`src/rtl/wb_commit_arb_pkg.sv`:
```
// rtl/wb_commit_arb_pkg.sv - shared types and constants for the writeback/commit arbiter
package wb_commit_arb_pkg;

  localparam int NUM_THREADS_D = 4;
  localparam int XLEN_D        = 32;
  localparam int NR_BITS_D     = 6;
  localparam int WIS_W_D       = 2;
  localparam int PC_BITS_D     = 30;
  localparam int UUID_W_D      = 44;
  localparam int DATA_W_D      = NUM_THREADS_D * XLEN_D;
  localparam int RETIRE_CNT_W  = $clog2(NUM_THREADS_D + 1);

  typedef struct packed {
    logic [UUID_W_D-1:0]      uuid;
    logic [WIS_W_D-1:0]       wis;
    logic [NUM_THREADS_D-1:0] tmask;
    logic [PC_BITS_D-1:0]     pc;
    logic                     wb;
    logic [NR_BITS_D-1:0]     rd;
    logic [DATA_W_D-1:0]      data;
    logic                     sop;
    logic                     eop;
  } commit_beat_t;

  typedef enum logic {
    ARB_OPEN,
    ARB_LOCKED
  } arb_state_e;

  function automatic logic [RETIRE_CNT_W-1:0] count_active(input logic [NUM_THREADS_D-1:0] tmask);
    count_active = '0;
    for (int t = 0; t < NUM_THREADS_D; t++) begin
      count_active = count_active + RETIRE_CNT_W'(tmask[t]);
    end
  endfunction

endpackage

```
`src/rtl/wb_commit_arb_if.sv`:
```
// rtl/wb_commit_arb_if.sv - commit-beat inputs and writeback/retire outputs of one issue slot
interface wb_commit_arb_if
  import wb_commit_arb_pkg::*;
#(
  parameter int NUM_UNITS   = 4,
  parameter int NUM_THREADS = NUM_THREADS_D,
  parameter int XLEN        = XLEN_D,
  parameter int NR_BITS     = NR_BITS_D,
  parameter int WIS_W       = WIS_W_D,
  parameter int PC_BITS     = PC_BITS_D,
  parameter int UUID_W      = UUID_W_D
);

  logic [NUM_UNITS-1:0]                        commit_valid;
  logic [NUM_UNITS-1:0]                        commit_ready;
  logic [NUM_UNITS-1:0][UUID_W-1:0]            commit_uuid;
  logic [NUM_UNITS-1:0][WIS_W-1:0]             commit_wis;
  logic [NUM_UNITS-1:0][NUM_THREADS-1:0]       commit_tmask;
  logic [NUM_UNITS-1:0][PC_BITS-1:0]           commit_pc;
  logic [NUM_UNITS-1:0]                        commit_wb;
  logic [NUM_UNITS-1:0][NR_BITS-1:0]           commit_rd;
  logic [NUM_UNITS-1:0][NUM_THREADS*XLEN-1:0]  commit_data;
  logic [NUM_UNITS-1:0]                        commit_sop;
  logic [NUM_UNITS-1:0]                        commit_eop;

  logic                                        wb_valid;
  logic [UUID_W-1:0]                           wb_uuid;
  logic [WIS_W-1:0]                            wb_wis;
  logic [NUM_THREADS-1:0]                      wb_tmask;
  logic [PC_BITS-1:0]                          wb_pc;
  logic [NR_BITS-1:0]                          wb_rd;
  logic [NUM_THREADS*XLEN-1:0]                 wb_data;
  logic                                        wb_sop;
  logic                                        wb_eop;

  logic                                        retire_valid;
  logic [$clog2(NUM_THREADS+1)-1:0]            retire_count;

  // master: execution units and writeback sink; slave: the arbiter
  modport master (
    output commit_valid, commit_uuid, commit_wis, commit_tmask, commit_pc,
           commit_wb, commit_rd, commit_data, commit_sop, commit_eop,
    input  commit_ready,
    input  wb_valid, wb_uuid, wb_wis, wb_tmask, wb_pc, wb_rd, wb_data, wb_sop, wb_eop,
    input  retire_valid, retire_count
  );

  modport slave (
    input  commit_valid, commit_uuid, commit_wis, commit_tmask, commit_pc,
           commit_wb, commit_rd, commit_data, commit_sop, commit_eop,
    output commit_ready,
    output wb_valid, wb_uuid, wb_wis, wb_tmask, wb_pc, wb_rd, wb_data, wb_sop, wb_eop,
    output retire_valid, retire_count
  );

endinterface

```
`src/rtl/wb_commit_arb_rr_lock_arbiter.sv`:
```
// rtl/wb_commit_arb_rr_lock_arbiter.sv - round-robin grant that holds one unit for a multi-beat packet
module rr_lock_arbiter
  import wb_commit_arb_pkg::*;
#(
  parameter int NUM_UNITS = 4,
  parameter int IDX_W     = 2
) (
  input  logic                 clk,
  input  logic                 reset,
  input  logic [NUM_UNITS-1:0] valid,
  input  logic                 lock,
  input  logic                 unlock,
  output logic [NUM_UNITS-1:0] grant,
  output logic [IDX_W-1:0]     grant_idx
);

  arb_state_e       state_q, state_d;
  logic [IDX_W-1:0] ptr_q, ptr_d;
  logic [IDX_W-1:0] owner_q, owner_d;

  always_ff @(posedge clk) begin
    if (reset) begin
      state_q <= ARB_OPEN;
      ptr_q   <= '0;
      owner_q <= '0;
    end else begin
      state_q <= state_d;
      ptr_q   <= ptr_d;
      owner_q <= owner_d;
    end
  end

  always_comb begin
    int  idx;
    logic found;
    state_d   = state_q;
    ptr_d     = ptr_q;
    owner_d   = owner_q;
    grant     = '0;
    grant_idx = ptr_q;
    idx       = 0;
    found     = 1'b0;

    case (state_q)
      ARB_LOCKED: begin
        grant_idx        = owner_q;
        grant[owner_q]   = valid[owner_q];
      end
      default: begin
        for (int k = 0; k < NUM_UNITS; k++) begin
          idx = (int'(ptr_q) + k) % NUM_UNITS;
          if (!found && valid[idx]) begin
            found     = 1'b1;
            grant_idx = IDX_W'(idx);
          end
        end
        grant[grant_idx] = found;
      end
    endcase

    // pointer moves only when a packet completes, so a locked unit never loses its turn
    if (unlock) begin
      state_d = ARB_OPEN;
      ptr_d   = IDX_W'((int'(grant_idx) + 1) % NUM_UNITS);
    end else if (lock) begin
      state_d = ARB_LOCKED;
      owner_d = grant_idx;
    end
  end

endmodule

```
`src/rtl/wb_commit_arb.sv`:
```
// rtl/wb_commit_arb.sv - per-slot writeback/commit arbiter; WB_COMMIT_PERF_EN adds perf counters
module wb_commit_arb
  import wb_commit_arb_pkg::*;
#(
  parameter int NUM_UNITS = 4
`ifdef WB_COMMIT_PERF_EN
  , parameter int PERF_CTR_BITS = 44
`endif
) (
  input  logic                                        clk,
  input  logic                                        reset,
  wb_commit_arb_if.slave                              bus
`ifdef WB_COMMIT_PERF_EN
  , output logic [PERF_CTR_BITS-1:0]                  perf_stalls,
  output logic [NUM_UNITS-1:0][PERF_CTR_BITS-1:0]     perf_commits
`endif
);

  localparam int IDX_W = (NUM_UNITS > 1) ? $clog2(NUM_UNITS) : 1;

  logic [NUM_UNITS-1:0] grant;
  logic [IDX_W-1:0]     grant_idx;
  logic                 fire;
  logic                 lock;
  logic                 unlock;
  commit_beat_t         beat;

  rr_lock_arbiter #(
    .NUM_UNITS (NUM_UNITS),
    .IDX_W     (IDX_W)
  ) u_arb (
    .clk       (clk),
    .reset     (reset),
    .valid     (bus.commit_valid),
    .lock      (lock),
    .unlock    (unlock),
    .grant     (grant),
    .grant_idx (grant_idx)
  );

  always_comb begin
    beat       = '0;
    beat.uuid  = bus.commit_uuid[grant_idx];
    beat.wis   = bus.commit_wis[grant_idx];
    beat.tmask = bus.commit_tmask[grant_idx];
    beat.pc    = bus.commit_pc[grant_idx];
    beat.wb    = bus.commit_wb[grant_idx];
    beat.rd    = bus.commit_rd[grant_idx];
    beat.data  = bus.commit_data[grant_idx];
    beat.sop   = bus.commit_sop[grant_idx];
    beat.eop   = bus.commit_eop[grant_idx];
  end

  assign bus.commit_ready = grant;
  assign fire             = |(grant & bus.commit_valid);
  assign lock             = fire && !beat.eop;
  assign unlock           = fire && beat.eop;

  always_ff @(posedge clk) begin
    if (reset) begin
      bus.wb_valid     <= 1'b0;
      bus.wb_uuid      <= '0;
      bus.wb_wis       <= '0;
      bus.wb_tmask     <= '0;
      bus.wb_pc        <= '0;
      bus.wb_rd        <= '0;
      bus.wb_data      <= '0;
      bus.wb_sop       <= 1'b0;
      bus.wb_eop       <= 1'b0;
      bus.retire_valid <= 1'b0;
      bus.retire_count <= '0;
    end else begin
      bus.wb_valid <= fire && beat.wb;
      if (fire && beat.wb) begin
        bus.wb_uuid  <= beat.uuid;
        bus.wb_wis   <= beat.wis;
        bus.wb_tmask <= beat.tmask;
        bus.wb_pc    <= beat.pc;
        bus.wb_rd    <= beat.rd;
        bus.wb_data  <= beat.data;
        bus.wb_sop   <= beat.sop;
        bus.wb_eop   <= beat.eop;
      end
      // no-writeback beats still retire, so the scoreboard sees every eop
      bus.retire_valid <= unlock;
      bus.retire_count <= unlock ? count_active(beat.tmask) : '0;
    end
  end

`ifdef WB_COMMIT_PERF_EN
  always_ff @(posedge clk) begin
    if (reset) begin
      perf_stalls  <= '0;
      perf_commits <= '0;
    end else begin
      perf_stalls <= perf_stalls + PERF_CTR_BITS'($countones(bus.commit_valid & ~grant));
      for (int i = 0; i < NUM_UNITS; i++) begin
        if (grant[i] && bus.commit_valid[i]) begin
          perf_commits[i] <= perf_commits[i] + PERF_CTR_BITS'(1);
        end
      end
    end
  end
`endif

endmodule
```
`src/flat_wrapper.sv`:
```
// flat-port wrapper written by rule: the top's interface ports become plain ports
module wb_commit_arb_flat import wb_commit_arb_pkg::*;
#(
  parameter int NUM_UNITS = 4

)
  (clk, reset, bus_commit_valid, bus_commit_uuid, bus_commit_wis, bus_commit_tmask, bus_commit_pc, bus_commit_wb, bus_commit_rd, bus_commit_data, bus_commit_sop, bus_commit_eop, bus_commit_ready, bus_wb_valid, bus_wb_uuid, bus_wb_wis, bus_wb_tmask, bus_wb_pc, bus_wb_rd, bus_wb_data, bus_wb_sop, bus_wb_eop, bus_retire_valid, bus_retire_count);
  wb_commit_arb_if #(.NUM_UNITS(NUM_UNITS)) bus_i ();
  input  logic clk;
  input  logic reset;
  input wire logic [$bits(bus_i.commit_valid)-1:0] bus_commit_valid;
  input wire logic [$bits(bus_i.commit_uuid)-1:0] bus_commit_uuid;
  input wire logic [$bits(bus_i.commit_wis)-1:0] bus_commit_wis;
  input wire logic [$bits(bus_i.commit_tmask)-1:0] bus_commit_tmask;
  input wire logic [$bits(bus_i.commit_pc)-1:0] bus_commit_pc;
  input wire logic [$bits(bus_i.commit_wb)-1:0] bus_commit_wb;
  input wire logic [$bits(bus_i.commit_rd)-1:0] bus_commit_rd;
  input wire logic [$bits(bus_i.commit_data)-1:0] bus_commit_data;
  input wire logic [$bits(bus_i.commit_sop)-1:0] bus_commit_sop;
  input wire logic [$bits(bus_i.commit_eop)-1:0] bus_commit_eop;
  output wire logic [$bits(bus_i.commit_ready)-1:0] bus_commit_ready;
  output wire logic [$bits(bus_i.wb_valid)-1:0] bus_wb_valid;
  output wire logic [$bits(bus_i.wb_uuid)-1:0] bus_wb_uuid;
  output wire logic [$bits(bus_i.wb_wis)-1:0] bus_wb_wis;
  output wire logic [$bits(bus_i.wb_tmask)-1:0] bus_wb_tmask;
  output wire logic [$bits(bus_i.wb_pc)-1:0] bus_wb_pc;
  output wire logic [$bits(bus_i.wb_rd)-1:0] bus_wb_rd;
  output wire logic [$bits(bus_i.wb_data)-1:0] bus_wb_data;
  output wire logic [$bits(bus_i.wb_sop)-1:0] bus_wb_sop;
  output wire logic [$bits(bus_i.wb_eop)-1:0] bus_wb_eop;
  output wire logic [$bits(bus_i.retire_valid)-1:0] bus_retire_valid;
  output wire logic [$bits(bus_i.retire_count)-1:0] bus_retire_count;
  assign bus_i.commit_valid = bus_commit_valid;
  assign bus_i.commit_uuid = bus_commit_uuid;
  assign bus_i.commit_wis = bus_commit_wis;
  assign bus_i.commit_tmask = bus_commit_tmask;
  assign bus_i.commit_pc = bus_commit_pc;
  assign bus_i.commit_wb = bus_commit_wb;
  assign bus_i.commit_rd = bus_commit_rd;
  assign bus_i.commit_data = bus_commit_data;
  assign bus_i.commit_sop = bus_commit_sop;
  assign bus_i.commit_eop = bus_commit_eop;
  assign bus_commit_ready = bus_i.commit_ready;
  assign bus_wb_valid = bus_i.wb_valid;
  assign bus_wb_uuid = bus_i.wb_uuid;
  assign bus_wb_wis = bus_i.wb_wis;
  assign bus_wb_tmask = bus_i.wb_tmask;
  assign bus_wb_pc = bus_i.wb_pc;
  assign bus_wb_rd = bus_i.wb_rd;
  assign bus_wb_data = bus_i.wb_data;
  assign bus_wb_sop = bus_i.wb_sop;
  assign bus_wb_eop = bus_i.wb_eop;
  assign bus_retire_valid = bus_i.retire_valid;
  assign bus_retire_count = bus_i.retire_count;
  wb_commit_arb #(.NUM_UNITS(NUM_UNITS)) u_core (.clk(clk), .reset(reset), .bus(bus_i));
endmodule
```
`config.mk`:
```
export PLATFORM = sky130hd
export DESIGN_NAME = wb_commit_arb_flat
export DESIGN_NICKNAME = d
export VERILOG_FILES = /design/src/rtl/wb_commit_arb_pkg.sv /design/src/rtl/wb_commit_arb_if.sv /design/src/rtl/wb_commit_arb_rr_lock_arbiter.sv /design/src/rtl/wb_commit_arb.sv /design/src/flat_wrapper.sv
export SDC_FILE = /design/constraint.sdc
export NUM_CORES = 1
export LEC_CHECK = 0
export ABC_AREA = 1
export BUFFER_PORTS_ARGS = -buffer_cell sky130_fd_sc_hd__buf_2
export CAP_MARGIN = 40
export CELL_PAD_IN_SITES_DETAIL_PLACEMENT = 2
export CELL_PAD_IN_SITES_GLOBAL_PLACEMENT = 2
export CORE_AREA = 10 10 422 424
export DETAILED_ROUTE_END_ITERATION = 8
export DIE_AREA = 0 0 432 434
export PLACE_DENSITY_LB_ADDON = 0.1
export SKIP_CTS_REPAIR_TIMING = 1
export SKIP_LAST_GASP = 1
export SLEW_MARGIN = 20
export SYNTH_ARGS = -nofsm -noshare
export SYNTH_HDL_FRONTEND = slang
export SYNTH_SLANG_ARGS = --single-unit
```
`constraint.sdc`:
```
create_clock -name clk -period 5.4 [get_ports clk]
set_input_delay 0 -clock clk [delete_from_list [all_inputs] [get_ports clk]]
set_output_delay 0 -clock clk [all_outputs]
set_load 0.03 [all_outputs]
```
Word-level counts from Yosys, hierarchy flattened

Index checks and enable logic that the tools add are counted.
W data, S select, Z words.

$add $sub $neg: 7
$lt $le $gt $ge: 9
Multiplexer cells: 49
Bitwise operators: 7
Reduce and logical (&&, ||, !) cells: 19

Operator list:

| kind                  | count |
|---|---|
| $bmux W128 S2         | 1 |
| $mux W128             | 1 |
| $bmux W44 S2          | 1 |
| $bmux W30 S2          | 1 |
| $mux W44              | 1 |
| $mux W30              | 1 |
| $mux W1               | 21 |
| $bmux W1 S2           | 8 |
| $and A4 B4 Y4         | 3 |
| $bmux W6 S2           | 1 |
| $lt A2 B3 Y1 const B  | 4 |
| $lt A3 B4 Y1 const B  | 3 |
| $mux W2               | 6 |
| $reduce_or A2 Y1      | 5 |
| $bmux W4 S2           | 1 |
| $logic_and A1 B1 Y1   | 8 |
| $mux W4               | 2 |
| $add A3 B1 Y3         | 2 |
| $mux W6               | 1 |
| $add A2 B1 Y2 const B | 2 |
| $add A2 B2 Y2 const B | 2 |
| $bmux W2 S2           | 1 |
| $demux W1 S2          | 2 |
| $ge A2 B1 Y1 const B  | 2 |
| 6 further kinds       | 11 |

Flip-flop bits (word level): 226
Input bits: 874
Output and inout port bits: 225

Logic depth before layout (Yosys ltp)

Gate-level depths: netlist of the first run.

Word-level depth: 28
Gate-level depth with buffers: 24

Modules after synthesis

A second synthesis of the first run with hierarchy kept.

Cell total of the unflattened synthesis: 3,174
Area, all modules: 16,524.6 um^2

Modules (own cells, without submodules):

| module          | times used | cells an instance | area an instance (um^2) |
|---|---|---|---|
| wb_commit_arb   | 1          | 3,056             | 15,862.7 |
| rr_lock_arbiter | 1          | 118               | 661.9 |

Worst setup path after synthesis of the first run

OpenSTA, ideal clock, no wires.

Kind: reg2reg
Start: register u_core.u_arb.ptr_q[0]
End: register u_core.bus.retire_count[1]
Setup time: 116 ps
Data arrival time: 2,944 ps
Slack: 2,340 ps
Stages on the path, launching flop included: 25
Period minus slack after synthesis: 3,060 ps
Cell sequence: dfxtp_1 -> inv_2 -> buf_6 -> nand2_1 -> nand2_1 -> nand2_1 -> nand2_2 -> nand2_1 -> nand2_1 -> nand3_1 -> nand3_2 -> nand2_4 -> nand2_4 -> inv_2 -> buf_6 -> buf_4 -> buf_2 -> nand3_1 -> nand2_1 -> inv_1 -> ha_1 -> fa_1 -> ha_1 -> inv_1 -> nor2_1

RTL lines:

| what                   | line                                | RTL |
|---|---|---|
| from (decl)            | wb_commit_arb_rr_lock_arbiter.sv:18 | `logic [IDX_W-1:0] ptr_q, ptr_d;` |
| from (signal assigned) | wb_commit_arb_rr_lock_arbiter.sv:28 | `ptr_q <= ptr_d;` |
| to (signal assigned)   | wb_commit_arb.sv:86                 | `bus.retire_count <= unlock ? count_active(beat.tmask) : '0;` |
| to (decl)              | wb_commit_arb_if.sv:53              | `output retire_valid, retire_count` |

Worst setup path in the final report of the first run

Start: register u_core.u_arb.ptr_q[0]
End: register u_core.bus.wb_data[9]

Longest elaborated chain between the ends: 25
Elaborated cells between the ends (all ways): 47
Classes of those cells: add/sub: 3; order compare: 2; mux: 31; bitwise: 2; reduce/logical: 9

Ends and longest elaborated chain:

| what                                                   | line                   | RTL |
|---|---|---|
| branches (longest 25 deep; another with $add A2 B1 Y2) | -                      |  |
| to (signal assigned)                                   | wb_commit_arb.sv:80    | `bus.wb_data <= beat.data;` |
| to (decl)                                              | wb_commit_arb_if.sv:52 | `output wb_valid, wb_uuid, wb_wis, wb_tmask, wb_pc, wb_rd, wb_data, wb_sop, wb_eop,` |

Several ways; the timed one is not identified. The select of a mux whose other input is x is not followed.
A chain may end at the register's enable or synchronous reset.

==> parameters.txt, run 1 <==
Parameter                              Value

Place
  IO buf count    1098
  Final weighted congestion of routability-driven global placement    0.789
  Total instance count after detailed placement    6752
  Sum of net half-perimeters after detailed placement    129000 um

Clock network
  TritonCTS sink count    226
  Bufs on Longest Clock Path    3
  CTS tree    done
  TritonCTS Buffers    38
  H-tree levels    2
  Clock edge transition at the registers on the reported setup and hold paths    0.05 ns
  Clock network latency to the later pin of the worst-skew pair    0.57 ns
  Clock tree root driver cell    clkbuf_16

Final layout
  Fraction of layout instances using a drive strength above 1    26.2%
  Most used cells in the layout excluding fill and tap cells    nand2_1, buf_2, nand3_1, inv_1, nand3b_1
  Final Non-Filler Cells    6893
  Combined flip-flop and latch cell area    4520 um2
  Most common library cell in the layout ignoring fill and taps    nand2_1
  Multi-input logic area    12300 um2
  Final core occ    17.3%
  Number of filler instances in the final layout    20910
  Area Growth Syn to Fin    44.7%
  Number of nets in the layout    5489

Global route
  Overall routing resource usage    16.4%
  Pin count of the biggest net entering global routing    167
  Number of antenna violations at the first check in global routing    132
  Number of global-route vias before repair    29156
  Wire length of the first global-routing pass    226000 um
  Total gr overflow    0

Pwr
  Power density over the cells    840 nW/um2
  Total power consumption of the routed design    24600 uW
  Leakage Power    0.0166 uW
  Worst IR drop on VDD    0.536 mV

Flow run
  Max_cap viols    0

Critical path
  Required time reported for the critical path endpoint    5.91 ns
  Critical path arrival    5.38 ns
  Crit Path Category    flip-flop to flip-flop
  R2r setup slk    0.53 ns
  Number of cells on the worst reg-to-reg path    21
  Setup crit start kind    flip-flop
  Reg-to-reg startpoint    u_core.u_arb.ptr_q[0]
  Critical Path End Type    flip-flop
  Maximum fanout encountered on the critical timing path    53
  RR Endpoint    u_core.bus.wb_data[9]

Min path
  Start point of the worst hold path    bus_commit_data[63]
  Min-Delay Path Depth    9
  Hold path endpoint    u_core.bus.wb_data[63]
  Hold Crit Class    primary input to flip-flop

STA
  Measured slew at the worst slew-check pin    1.28 ns
  Setup skew after layout    0.0204 ns
  Number of failing hold endpoints at the final stage    102
  Final critical-path share of the clock period    90.2%
  Final total negative setup slack    0 ns
  Number of slew-limit violations in the final report    0
  Worst slew slack as a fraction of its limit    14.9%
  Worst hold slack after final layout    -0.0636 ns
  Achievable clock frequency    205 MHz
  Number of setup violations in the final report    0
  Setup repair after global routing missed its margin    no
  Minimum clock period    4.87 ns

Die
  Core Area    169000 um2
  Count of boundary I/O pins    1099
  Starting density of the core    12.0%
  Number of rows in the core area    151
  Vertical die dimension    434 um
  Chip width    432 um
  Area of the die    187000 um2

Run status
  Violations in the final reports    negative hold slack
  Run status    finished, violations left

Synth
  Seq/Total Area, Yosys    22.4%
  Post-synthesis simple-gate area fraction    54.9%
  Synthesized flop and latch total    226
  Share of the synthesized area in compound gates (AO/OA/AOI/OAI)    5.55%
  Netlist area before placement    20200 um2
  Post-synth cell types    27
  Number of cells produced by synthesis    3710
  Dominant combinational cell family by area after synthesis    simple AND/OR/NAND/NOR gates
  Nets in the synthesized netlist    4587
  Adder-Cell Fraction of Synth Area    0.223%
  Yosys warning total    0
  Mean post-synth cell area    5.45 um2
  Parity-gate share of the synthesized area counting xor and xnor cells    0.0433%
  Multiplexer share of the synthesized area    0%

Drt
  Detailed Route WL    163000 um
  Initial detailed-routing violation count    1005
  WL per Instance    23.7 um
  Length of the first detailed-routing pass in iterations    5
  Remaining number of nets flagged by the antenna check after routing    0
  Post-DR vias/cell    3.98
  Total number of vias    27462
  Remaining routing DRC violations    0
[flip-flops by register name, indices dropped and copies added (netlist names)]
name	cells
u_core.u_arb.state_q	1
u_core.bus.retire_count	3
u_core.bus.wb_sop	1
u_core.bus.wb_pc	30
u_core.bus.wb_valid	1
u_core.bus.wb_rd	6
u_core.u_arb.owner_q	2
u_core.bus.wb_tmask	4
u_core.bus.wb_data	128
u_core.bus.retire_valid	1
u_core.bus.wb_uuid	44
u_core.u_arb.ptr_q	2
u_core.bus.wb_eop	1
u_core.bus.wb_wis	2
[synthesized netlist by cell type (all sizes together)]
cell type  count  area share [%]
nor2         222             4.2
o31ai          2           0.074
buf          252             6.8
nand3b       245             9.1
nor4           1           0.031
clkbuf        62             1.2
nand3        677              17
fa             1           0.099
xnor2          1           0.043
dfxtp        226              22
inv          478             8.9
a21oi        218             5.4
nand4          7            0.22
nand2       1314              25
o21bai         1           0.056
o21ai          1           0.025
ha             2            0.12
[per-stage QoR]
stage,instance area (um2),setup slack [ns]
3_3_place_gp,27400,0.965
2_1_floorplan,20200,2.34
5_1_grt,29200,0.0885
4_1_cts,28800,0.899
6_report,29300,0.528
3_5_place_dp,27500,0.938
[power breakdown]
group          switching (uW)  total [uW]  internal, uW  leakage [uW]
Combinational           13900       19400          5490        0.0141
Sequential                316        2650          2330       0.00187
Clock                     984        2540          1560      0.000615
Total                   15200       24600          9380        0.0166
[metal layers]
| metal | track usage [%] | up-vias | part of all wire (%) |
|---|---|---|---|
| li1 | - | 13442 | - |
| met1 | 18.5 | 12877 | 40 |
| met2 | 29.2 | 770 | 49 |
| met3 | 5.61 | 303 | 7.1 |
| met4 | 4.76 | 70 | 2.9 |
| met5 | 0 | - | 0.27 |
[worst max-delay path: stages, from the launching register on]
cell,delay (ns)
dfxtp_1,0.69
inv_2,0.25
nand2_1,0.12
nand2_1,0.10
nand2_1,0.09
nand2_2,0.10
nor2_4,0.14
nand3b_1,0.10
nand2_1,0.08
inv_2,0.05
nand2_4,0.11
nand2_8,0.28
inv_8,0.41
buf_4,0.61
nand3_1,0.14
dlygate4sd3_1,0.60
nand2_1,0.05
dlygate4sd3_1,0.54
inv_1,0.04
nand3_1,0.05
nand2_1,0.06
nor2_1,0.10
[cells by family (layout without fill, tap and decap cells)]
kind of cell,after synthesis,in the layout
XOR/XNOR,1,1
flip-flops,226,226
adder cells (fa/ha/maj),3,3
AO/OA/AOI/OAI,222,222
other,0,35
buffers and inverters,792,1722
AND/OR/NAND/NOR,2466,2466
[worst max-delay path by stage]
stage / end / startpoint / cells past startpoint / slack [ns]
after global routing: u_core.bus.wb_data[9] / u_core.u_arb.ptr_q[0] / 21 / 0.09
final: u_core.bus.wb_data[9] / u_core.u_arb.ptr_q[0] / 21 / 0.53
after floorplan: u_core.bus.retire_count[1] / u_core.u_arb.ptr_q[0] / 24 / 2.34
after detailed placement: u_core.bus.wb_uuid[21] / u_core.u_arb.ptr_q[0] / 16 / 0.94
after global placement: u_core.bus.wb_uuid[13] / u_core.u_arb.ptr_q[0] / 16 / 0.97
after CTS: u_core.bus.wb_data[88] / u_core.u_arb.ptr_q[0] / 16 / 0.90
[final cells by class]
type,instances,share of cell area [%]
diodes,35,0.299
clock buffers,59,3.94
clock inverters,9,0.333
inverters,478,6.18
multi-input cells,2692,42.2
flip-flops and latches,226,15.5
well taps,2218,9.48
repair buffers,1176,22.1
(Power assumes the default switching activity.)
==> run 2, diff against run 1 <==
--- a/config.mk
+++ b/config.mk
@@ -10,13 +10,15 @@
 export CAP_MARGIN = 40
 export CELL_PAD_IN_SITES_DETAIL_PLACEMENT = 2
 export CELL_PAD_IN_SITES_GLOBAL_PLACEMENT = 2
-export CORE_AREA = 10 10 422 424
+export CORE_AREA = 10 10 421 423
 export DETAILED_ROUTE_END_ITERATION = 8
-export DIE_AREA = 0 0 432 434
+export DIE_AREA = 0 0 431 433
 export PLACE_DENSITY_LB_ADDON = 0.1
+export SETUP_SLACK_MARGIN = 0.15
 export SKIP_CTS_REPAIR_TIMING = 1
 export SKIP_LAST_GASP = 1
 export SLEW_MARGIN = 20
 export SYNTH_ARGS = -nofsm -noshare
 export SYNTH_HDL_FRONTEND = slang
+export SYNTH_HIERARCHICAL = 1
 export SYNTH_SLANG_ARGS = --single-unit
==> run 2 against run 1 <==
  * The flow still finishes with violations (negative hold slack)
  * Via count down 5.8%
  * Register-to-register slack better by 0.06 ns
  * Setup slack improved by 0.060 ns
  * Combinational power is 20% lower
  * Flip-flop and latch count unchanged
  * Largest power group unchanged
==> parameters.txt, run 2 <==
Parameter                              Value

Run status
  Run status    finished, violations left
  Violations in the final reports    negative hold slack

Clock network
  Bufs on Longest Clock Path    3 (unchanged)
  Clock network latency to the later pin of the worst-skew pair    0.59 ns (+0.02 ns)
  CTS tree    done
  Clock tree root driver cell    clkbuf_16
  H-tree levels    2 (unchanged)
  TritonCTS sink count    226 (unchanged)
  Clock edge transition at the registers on the reported setup and hold paths    0.06 ns (about the same)
  TritonCTS Buffers    40 (+5.3%)

Synth
  Mean post-synth cell area    5.21 um2 (-4.5%)
  Yosys top cell area share    29.5% (+5.2 points)
  Seq/Total Area, Yosys    27.4% (+5.0 points)
  Most used flip-flop cell after synthesis    dfxtp_1
  Synth async-reset ratio    0% (unchanged)
  Number of cells produced by synthesis    3174 (-14%)
  Yosys warning total    6 (+6)
  Synthesized flop and latch total    226 (unchanged)
  Synth top area cells    nor2_1, dfxtp_1, nand2_1
  Netlist area before placement    16500 um2 (-18%)
  Most common cell in the netlist    nor2_1
  Nets in the synthesized netlist    4051 (-12%)
  Cell type with the highest aggregate area in the netlist    nor2_1
  Count of flip-flops with a built-in enable after synthesis    0 (unchanged)
  Post-synth cell types    27 (unchanged)
  Top cells by count, synth    nor2_1, nand2_1, o21ai_0, inv_1, dfxtp_1

STA
  Worst slew slack as a fraction of its limit    32.3% (+17 points)
  Final critical-path share of the clock period    89.1% (-1.1 points)
  Setup repair after global routing missed its margin    no
  Setup skew after layout    0.0121 ns (-0.00837 ns)
  Minimum clock period    4.81 ns (-0.0603 ns)
  Number of failing hold endpoints at the final stage    9 (-91%)
  Number of setup violations in the final report    0 (unchanged)
  Number of slew-limit violations in the final report    0 (unchanged)
  Achievable clock frequency    208 MHz (+1.3%)
  Final total negative setup slack    0 ns (unchanged)
  Measured slew at the worst slew-check pin    1.02 ns (-0.261 ns)
  Worst hold slack after final layout    -0.0418 ns (+0.0218 ns)

Drt
  Initial detailed-routing violation count    859 (-15%)
  Detailed Route WL    154000 um (-5.6%)
  Post-DR vias/cell    3.71 (-6.8%)
  Post-Route M1 WL    56500 um (-14%)
  Length of the first detailed-routing pass in iterations    4 (-1)
  Total length of routed met2 wires    82700 um (+2.6%)
  Total number of vias    25880 (-5.8%)
  WL per Instance    22.1 um (-6.6%)
  Remaining number of nets flagged by the antenna check after routing    0 (unchanged)
  Top routing layer used    met5
  Remaining routing DRC violations    0 (unchanged)
  Wire length on met3    9930 um (-14%)

Critical path
  Setup crit start kind    flip-flop
  Critical Path End Type    flip-flop
  Required time reported for the critical path endpoint    5.92 ns (about the same)
  WP buf/inv    6 (-1)
  Reg-to-reg startpoint    u_core/u_arb/ptr_q[0]
  Ordered cell list for the critical path    inv_2, nand2_1, nand2_2, nand2_2, nand2_4, nor2_4, nand4_2, nand3_1, nand2_4, inv_8, buf_12, buf_4, o21ai_0, dlygate4sd3_1, nand2_1, nor2_1, nor2_1, dlygate4sd3_1
  Top delay family on crit path    buffers and inverters
  Slowest-stage cell, CP    dfxtp_1
  R2r setup slk    0.59 ns (+0.06 ns)
  Maximum single-stage delay on the critical path    0.68 ns (about the same)
  Maximum fanout encountered on the critical timing path    82 (+55%)
  Critical path arrival    5.33 ns (-0.05 ns)
  Crit Path Category    flip-flop to flip-flop
  First element of the critical path    u_core/u_arb/ptr_q[0]

Die
  Core Area    169000 um2 (-0.22%)
  Area of the die    187000 um2 (-0.46%)
  Number of rows in the core area    151 (unchanged)
  Vertical die dimension    433 um (-0.23%)
  Starting density of the core    9.79% (-2.2 points)
  Count of boundary I/O pins    1099 (unchanged)
  Chip width    431 um (-0.23%)

Final layout
  Largest register FFs    128 (unchanged)
  Most used cells in the layout excluding fill and tap cells    nor2_1, buf_2, nand2_1, dlygate4sd3_1, o21ai_0
  Fraction of layout instances using a drive strength above 1    25.8% (-0.39 points)
  Registers with the highest flip-flop counts    u_core/bus.wb_data (128), u_core/bus.wb_uuid (44), u_core/bus.wb_pc (30)
  Most common library cell in the layout ignoring fill and taps    nor2_1
  Top reg by flops    u_core/bus.wb_data
  Area Growth Syn to Fin    89.8%
  Number of nets in the layout    5573 (+1.5%)
  Fin area    31400 um2 (+7.1%)

Global route
  Overall routing resource usage    15.3% (-1.2 points)
  Total gr overflow    0 (unchanged)
  Pin count of the biggest net entering global routing    153 (-8.4%)
  Number of global-route vias before repair    25462 (-13%)
  Number of antenna violations at the first check in global routing    119 (-9.8%)
  Wire length of the first global-routing pass    203000 um (-9.9%)

Place
  Final weighted congestion of routability-driven global placement    0.806 (+2.1%)
  IO buf count    1098 (unchanged)
  Sum of net half-perimeters after detailed placement    123000 um (-4.4%)
  Placement Cell Area    24300 um2 (-12%)

Pwr
  Leakage Power    0.0160 uW (-3.8%)
  Power density over the cells    665 nW/um2 (-21%)
  Worst IR drop on VDD    0.452 mV (-16%)

Min path
  Start point of the worst hold path    bus_commit_data[322]
  Hold Crit Class    primary input to flip-flop

Flow run
  Max_cap viols    0 (unchanged)
-- run 2: cell count changes after synthesis, sizes merged, moves of 2 or more --
cell,previous run,this run
nor2,222,1298
nand3,677,26
nand2,1314,712
o21ai,1,436
nand3b,245,0
inv,478,240
a21oi,218,6
buf,252,74
clkbuf,62,142
nand4,7,3
o41ai,0,4
o211ai,0,2
o31ai,2,0
-- run 2: cells by family after synthesis --
group	share of synthesized area, %
AOI/OAI and AO/OA	13.7
adders and majority gates	0.273
buffers and inverters	11.6
DFF	27.4
and+or+nand+nor	47.0
-- run 2: metrics by stage --
stage	instances	setup slack (ns)	power, uW	utilization [%]
after global routing	6962	0.129	23300	18.6
after CTS	6380	1.11	18600	15.2
after global placement	6309	1.18	15500	14.4
after detailed placement	6309	1.13	15600	14.4
final	6967	0.589	20900	18.6
after floorplan	3174	2.14	10500	-
-- run 2: final timing paths --
| kind | depth (start not counted) | to |
|---|---|---|
| max | 18 | u_core/bus.wb_pc[14] |
| min | 7 | u_core/bus.wb_data[66] |
| max reg2reg | 18 | u_core/bus.wb_pc[14] |
| min reg2reg | 2 | u_core/bus.wb_eop |
-- run 2: final cells by class --
class                   count  area [um2]
flip-flops and latches    226        4520
repair buffers           1696       11600
multi-input cells        2491       10100
inverters                 241         927
well taps                2218        2780
clock inverters            11         166
fillers                 20817      137000
clock buffers              60        1200
diodes                     24        60.1
-- run 2: layer usage --
metal	vias to the layer above	track usage, %
met5	-	0
met4	36	4.83
met3	304	4.91
met2	633	29.1
met1	12210	15.7
li1	12697	-
-- run 2: power breakdown --
part           leakage (uW)  switching [uW]  total, uW  internal (uW)
Clock              0.000673            1080       2800           1720
Sequential          0.00186             261       2410           2150
Combinational        0.0135            9570      15600           6070
Total                0.0160           10900      20900           9940
-- run 2: tightest hold or removal path, delay by kind of cell --
| family | cells | cell delay, ns |
|---|---|---|
| compound gates | 1 | 0.11 |
| simple gates | 5 | 0.33 |
| buf+inv | 1 | 0.07 |
